File: src/rtl/adc_result_fifo.sv
// adc_result_fifo: captures ADC results on strobe rising edges into a FWFT FIFO with a sticky overflow flag; define ADC_RESULT_FIFO_SYNC_EN for a 2-flop strobe synchronizer
module adc_result_fifo #(
  parameter int DEPTH      = 8,
  parameter int DATA_WIDTH = 16
) (
  input  logic                       clk,
  input  logic                       rst,
  input  logic                       enable_in,
  input  logic                       conv_finished_in,
  input  logic [DATA_WIDTH-1:0]      result_in,
  input  logic                       rd_ready_in,
  output logic                       rd_valid_out,
  output logic [DATA_WIDTH-1:0]      rd_data_out,
  output logic [$clog2(DEPTH):0]     fill_level_out,
  output logic                       overflow_out,
  input  logic                       clear_overflow_in
);
  localparam int AW = $clog2(DEPTH);
  logic [DATA_WIDTH-1:0] mem [DEPTH];
  logic [AW-1:0] wr_ptr, rd_ptr;
  logic s2_d, s2, s3, wr_req, pop, full, wr_en;
`ifdef ADC_RESULT_FIFO_SYNC_EN
  logic s1;
  always_ff @(posedge clk)
    if (rst) s1 <= 1'b1;
    else s1 <= conv_finished_in;
  assign s2_d = s1;
`else
  assign s2_d = conv_finished_in;
`endif
  always_ff @(posedge clk)
    if (rst) {s2, s3} <= 2'b11;
    else {s2, s3} <= {s2_d, s2};
  assign wr_req       = s2 & ~s3 & enable_in;
  assign full         = fill_level_out == (AW+1)'(DEPTH);
  assign rd_valid_out = fill_level_out != '0;
  assign pop          = rd_valid_out & rd_ready_in;
  assign wr_en        = wr_req & (~full | pop);
  assign rd_data_out  = rd_valid_out ? mem[rd_ptr] : '0;
  always_ff @(posedge clk)
    if (wr_en) mem[wr_ptr] <= result_in;
  always_ff @(posedge clk)
    if (rst) begin
      wr_ptr         <= '0;
      rd_ptr         <= '0;
      fill_level_out <= '0;
      overflow_out   <= 1'b0;
    end else begin
      wr_ptr         <= wr_ptr + AW'(wr_en);
      rd_ptr         <= rd_ptr + AW'(pop);
      fill_level_out <= fill_level_out + (AW+1)'(wr_en) - (AW+1)'(pop);
      overflow_out   <= (wr_req & full & ~pop) | (overflow_out & ~clear_overflow_in);
    end
endmodule

File: config.mk
export PLATFORM = sky130hd
export DESIGN_NAME = adc_result_fifo
export DESIGN_NICKNAME = d
export VERILOG_FILES = /design/src/rtl/adc_result_fifo.sv
export SDC_FILE = /design/constraint.sdc
export NUM_CORES = 1
export LEC_CHECK = 0
export BUFFER_PORTS_ARGS = -buffer_cell sky130_fd_sc_hd__buf_4
export CAP_MARGIN = 0
export CORE_MARGIN = 4
export CORE_UTILIZATION = 45
export CTS_BUF_LIST = sky130_fd_sc_hd__clkbuf_4 sky130_fd_sc_hd__clkbuf_8
export CTS_CLUSTER_DIAMETER = 100
export DETAILED_ROUTE_END_ITERATION = 6
export REMOVE_ABC_BUFFERS = 1
export SYNTH_ARGS = -nofsm -noshare
export SYNTH_HDL_FRONTEND = slang
export SYNTH_SLANG_ARGS = --single-unit
File: constraint.sdc
create_clock -name clk -period 3.7 [get_ports clk]
set_input_delay 0.37 -clock clk [delete_from_list [all_inputs] [get_ports clk]]
set_output_delay 0.37 -clock clk [all_outputs]
set_load 0.01 [all_outputs]
==> results.yml, run 1 <==
timing:
  hold_ws_ns: 0.125
  tns_ns: 0
  hold_viol_final: 0
  final_max_slew_viol_count: 0
  fmax_ghz: 0.373
  worstMarginPinSlew_ns: 0.909
  finalCriticalPeriod_ns: 2.68
  finClkSkew_ns: 0.0119
  setup_violations: 0
  relSlewSlack: 0.393
  layout_setup_ws_ns: 1.02
  fin_crit_sh: 0.724
  rsz0062_at_grt: "false"
global_route:
  grt_pass1_vias: 2791
  grt-ovfl-total: 0
  grt_use_total: 0.157
  grt_antenna_before_repair: 0
  grt_pass1_wl_mm: 16.0
  grt_max_degree: 20
finish:
  drive_above_1_share: 0.385
  stdcell_area_um2: 6490
  final_core_util: 0.543
  antenna-diode-count: 0
  fin_nets: 359
  area_growth_syn_to_layout_pct: 18.3
  layout.cells.non_filler: 487
yosys:
  synth.distinct_cells: 36
  yosys.area.top_type: "edfxtp_1"
  synthAdderAreaFrac: 0.0242
  synth-simple-area-share: 0.0342
  ys_ff_latch: 141
  synth.most_common_cell: "edfxtp_1"
  synthFlopType: "edfxtp_1"
  syn_area_um2: 5490
  ys_seq_area_frac: 0.748
  synth_xor_area_frac: 0.00479
  synth_common_cells: "edfxtp_1, mux4_2, a22o_1"
  synth_warnings: 0
  synth_top_area_share: 0.701
  syn_avg_cell_area_um2: 21.1
  synth_top_family_by_area: "multiplexers"
  synthArstFlopShare: 0
  synth_mux_area_frac: 0.135
  synthTopCellsByArea: "edfxtp_1, mux4_2, dfxtp_1, a22o_1, ha_1"
  postSynthCellCount: 260
  synth_edf_count: 128
  synth_compound_area_frac: 0.0340
setup_path:
  crit_path_max_fanout: 19
  end_kind: "output pin"
  ff2ff_setup_slack_ns: 1.39
  r2r-start: "fill_level_out[2]"
  slowest_stage: "mux4_2"
  path_cells: "buf_4 -> mux4_2 -> a22o_1 -> buf_4"
  critPathTopFamily: "multiplexers"
  critPathMaxStageDelay_ns: 0.56
  reg2regPathDepth: 6
  cp.arrival_ns: 2.31
  worstSetupPathType: "reg -> out"
  worstPathRequired_ns: 3.33
  path_buf_inv: 2
  critPathMostFrequentCell: "buf_4"
  start_kind: "flip-flop"
  r2r_end: "mem[7][2]"
placed_design:
  portBuffers: 43
  dp_worst_setup_slack_ns: 1.40
  gp_congestion: 0.707
  dp.cells: 455
  place_area_um2: 6080
  dp_hpwl_mm: 6.28
die:
  start_util: 0.459
  io_pins: 44
  rows: 40
  core-area_um2: 12000
  die_x_um: 118
  die_area_um2: 14000
  die_y_um: 118
cts:
  holdBufCountCts: 0
  htreeDepth: 4
  cts_resized: 0
  clk_latency_ns: 0.43
  cts_tree: "yes"
  cts_setup_buffers: 0
  cts_buffer_depth: 2
  numCtsBuffers: 17
  clock-sinks: 141
  cts.clk_slew.worst_paths_ns: 0.08
  cts_root_buf: "clkbuf_8"
run:
  drv_cap: 0
hold_path:
  min_to: "s2"
  hold_path_class: "in -> reg"
  min_path_cells: 2
  holdCritStartpoint: "conv_finished_in"
detailed_routing:
  drt_iter0_drc: 236
  wl_mm: 10.0
  dr.pass1.iters: 5
  routed_via_density: 5.42
  wire_per_inst_um: 20.6
  drcViolationCount: 0
  drtAntennaViolNets: 0
  vias: 2638
power:
  finalPower_mw: 4.17
  ir_worst_vdd_mv: 0.223
  p_per_area_nw_per_um2: 643
  total_leakage_power_nw: 2.22
outcome:
  status: "finished, final reports clean"
## sequential cells by signal (all words and copies together), names as in the netlist
| signal | count |
|---|---|
| s2 | 1 |
| s3 | 1 |
| rd_ptr | 3 |
| fill_level_out | 4 |
| mem | 128 |
| wr_ptr | 3 |
| overflow_out | 1 |
## worst max path at each step
| stage | from | end | slack [ns] | cells past startpoint |
|---|---|---|---|---|
| after floorplan | fill_level_out[2] | mem[4][0] | 0.41 | 5 |
| after global placement | fill_level_out[2] | mem[7][9] | 1.45 | 6 |
| after detailed placement | fill_level_out[2] | mem[7][2] | 1.40 | 6 |
| after CTS | rd_ptr[0] | rd_data_out[1] | 0.94 | 4 |
| after global routing | rd_ptr[0] | rd_data_out[6] | 0.82 | 4 |
| final | rd_ptr[0] | rd_data_out[1] | 1.02 | 4 |
## layer usage
metal | vias up | share of wire | track usage
met4 | 0 | 0.014 | 0.0630
met1 | 1369 | 0.47 | 0.210
met2 | 50 | 0.48 | 0.241
li1 | 1208 | - | -
met3 | 11 | 0.038 | 0.0507
met5 | - | 0 | 0
## area by class of cell
| class | count | area, µm² |
|---|---|---|
| Tap cell | 147 | 184 |
| Sequential cell | 141 | 4110 |
| Clock buffer | 18 | 241 |
| Multi-Input combinational cell | 101 | 1310 |
| Inverter | 7 | 26.3 |
| Timing Repair Buffer | 59 | 455 |
| Clock inverter | 14 | 170 |
| Fill cell | 935 | 5470 |
## logic make-up after synthesis
kind of cell    Yosys count
compound gates           23
xor+xnor                  3
fa+ha+maj                10
buf+inv                  18
flops                   141
mux                      33
simple gates             32
## cells in the final DEF, fill, tap and decap left out, types with 2 or more instances in the layout
cell type and instances:
clkinvlp_4 2, edfxtp_1 128, dfxtp_1 12, mux4_1 3, a22o_1 16, nor3_2 3
nor2b_1 6, clkinv_4 5, ha_1 9, bufinv_16 3, mux4_2 29, nor2_1 8
clkinv_1 2, clkbuf_8 17, xnor2_1 2, a21oi_1 3, or2_2 2, inv_1 7
buf_4 58, nand2b_1 3
## power breakdown
group	internal, mW	switching [mW]	total, mW
Sequential	1.77	0.0605	1.83
Clock	0.674	0.570	1.24
Combinational	0.604	0.494	1.10
Total	3.05	1.12	4.17
(Power assumes the default switching activity.)
==> run 2, diff against run 1 <==
- ABC_AREA: unset -> 1
- clock period: 3.7 -> 2.55 ns (I/O delays scaled with it)
==> run 2 against run 1 <==
  * Area after synthesis is 15% higher
  * Synthesized cell count increased by 150%
  * Highest routed layer unchanged
  * Critical path type unchanged
  * Register-to-register slack worse by 0.93 ns
  * Clock skew is 0.0040 ns lower
  * Sequential share of layout area down 6.3 points
  * Via count increased by 60%
  * Cell count increased by 85%
  * Power rose by 46%
  * Worst hold slack got worse by 0.076 ns
  * Global-route usage rose by 1.5 points
  * Clock-buffer cell count grew 2
==> results.yml, run 2 <==
outcome:
  status: "finished, final reports clean"
timing:
  hold_viol_final: 0
  finalCriticalPeriod_ns: 2.24
  fin_crit_sh: 0.878
  worstMarginPinSlew_ns: 0.734
  tns_ns: 0
  final_max_slew_viol_count: 0
  finClkSkew_ns: 0.00787
  relSlewSlack: 0.511
  setup_violations: 0
  rsz0062_at_grt: "false"
  fmax_ghz: 0.447
detailed_routing:
  vias: 4217
  drtAntennaViolNets: 0
  drcViolationCount: 0
  drt_iter0_drc: 365
  wire_per_inst_um: 14.5
  routed_via_density: 4.69
  dr.pass1.iters: 4
  wl_mm: 13.0
finish:
  stdcell_area_um2: 7210
  area_growth_syn_to_layout_pct: 13.8
  top_register: "mem"
  reg_top3: "mem x128, fill_level_out x4"
  fin_nets: 740
  antenna-diode-count: 0
  mostFrequentLayoutCell: "nand2_1"
  layout_common_cells: "nand2_1, inv_1, edfxtp_1"
  drive_above_1_share: 0.139
  largest_register_ffs: 128
yosys:
  synth_warnings: 0
  synth_mux_area_frac: 0
  postSynthCellCount: 649
  synthArstFlopShare: 0
  synth_top_area_share: 0.607
  syn_avg_cell_area_um2: 9.76
  synth.most_common_cell: "nand2_1"
  synth_top_family_by_area: "simple AND/OR/NAND/NOR gates"
  synth.distinct_cells: 20
  synth-simple-area-share: 0.208
  ys_seq_area_frac: 0.648
  synth_common_cells: "nand2_1, inv_1, edfxtp_1"
  ys_ff_latch: 141
  synth_edf_count: 128
  synthAdderAreaFrac: 0.0209
  syn_area_um2: 6330
  synthTopCellsByArea: "edfxtp_1, nand2_1, inv_1, nand3_1, dfxtp_1"
  synth_xor_area_frac: 0.00415
  yosys.area.top_type: "edfxtp_1"
  synth_compound_area_frac: 0.00237
  synthFlopType: "edfxtp_1"
cts:
  cts_tree: "yes"
  cts_buffer_depth: 2
  numCtsBuffers: 17
  clock-sinks: 141
  cts.clk_slew.worst_paths_ns: 0.07
  htreeDepth: 4
  cts_root_buf: "clkbuf_8"
  clk_latency_ns: 0.43
  cts_setup_buffers: 0
global_route:
  grt_pass1_wl_mm: 21.0
  grt_pass1_vias: 4110
  grt_use_total: 0.172
  grt-ovfl-total: 0
  grt_max_degree: 44
  grt_antenna_before_repair: 0
power:
  total_leakage_power_nw: 3.30
  p_per_area_nw_per_um2: 846
  ir_worst_vdd_mv: 0.317
placed_design:
  place_area_um2: 6890
  gp_congestion: 0.836
  portBuffers: 43
  dp_hpwl_mm: 7.87
die:
  io_pins: 44
  rows: 43
  die_y_um: 127
  die_area_um2: 16000
  die_x_um: 127
  start_util: 0.458
  core-area_um2: 13800
setup_path:
  cp.arrival_ns: 1.98
  path_cells: "inv_2 -> buf_12 -> nand2_1 -> nand3_1 -> nand3_1 -> nand2_1 -> nor2_1 -> buf_4"
  end_kind: "output pin"
  critPathTopFamily: "buffers and inverters"
  worstSetupPathType: "reg -> out"
  critPathMaxStageDelay_ns: 0.34
  slowest_stage: "dfxtp_2"
  path_buf_inv: 3
  start_kind: "flip-flop"
  worstPathRequired_ns: 2.30
  crit_path_max_fanout: 43
hold_path:
  hold_path_class: "in -> reg"
run:
  drv_cap: 0
## run 2: area by class of cell
class	instances	area (µm²)
fill	1240	6620
sequential	141	4110
multi-input combinational	332	1490
inverter	149	559
timing repair buffer	67	518
clock buffer	20	256
tap	180	225
clock inverter	11	53.8
## run 2: worst reg2reg max path, cell delays in order, from the launching register on
cell and delay, ns:
dfxtp_1 0.33, inv_1 0.08, ha_1 0.21, nand3_2 0.08, nand2_1 0.11, nor2_1 0.20
inv_1 0.08, nand2_1 0.07, ha_1 0.16, inv_1 0.06, fa_1 0.40, xor2_1 0.15
nor2_1 0.05
## run 2: worst paths after layout
path | start | to | cells after the start | slack, ns
max | rd_ptr[0] | rd_data_out[7] | 8 | 0.31
min reg2reg | s2 | s3 | 1 | 0.44
min | result_in[6] | mem[3][6] | 1 | 0.05
max reg2reg | fill_level_out[2] | fill_level_out[2] | 12 | 0.46
## run 2: repair_timing
| action | CTS | global route |
|---|---|---|
| resized for setup | 0 | 0 |
| endpoints found under the setup margin | 0 | 0 |
| hold buffers | 1 | 0 |
| hold endpoints to repair | 1 | 0 |
## run 2: where the power goes
group / total (mW) / internal [mW] / switching (mW)
clock network: 1.45 / 0.672 / 0.775
registers: 2.60 / 2.57 / 0.0373
logic: 2.05 / 0.772 / 1.28
total: 6.10 / 4.01 / 2.09
## run 2: cell families after synthesis
kind of cell | after synthesis
fa+ha+maj | 10
compound gates | 3
flops | 141
simple gates | 316
xor+xnor | 3
buf+inv | 176
## run 2: per-stage QoR
stage / cells / setup WS [ns] / power, mW / utilization / hold WS, ns
2_1_floorplan: 622 / -0.300 / 3.84 / - / 0.322
3_3_place_gp: 868 / 0.598 / 4.67 / 0.498 / 0.421
3_5_place_dp: 868 / 0.455 / 4.72 / 0.498 / 0.428
4_1_cts: 900 / 0.292 / 6.17 / 0.521 / 0.0153
5_1_grt: 900 / 0.178 / 6.50 / 0.521 / 0.0219
6_report: 900 / 0.311 / 6.10 / 0.521 / 0.0486
## run 2: per-layer routing
| layer | vias to the layer above | part of all wire | global-route usage |
|---|---|---|---|
| met3 | 27 | 0.049 | 0.0404 |
| met1 | 1960 | 0.45 | 0.225 |
| met2 | 92 | 0.48 | 0.273 |
| li1 | 2138 | - | - |
| met5 | - | 0 | 0 |
| met4 | 0 | 0.025 | 0.0801 |
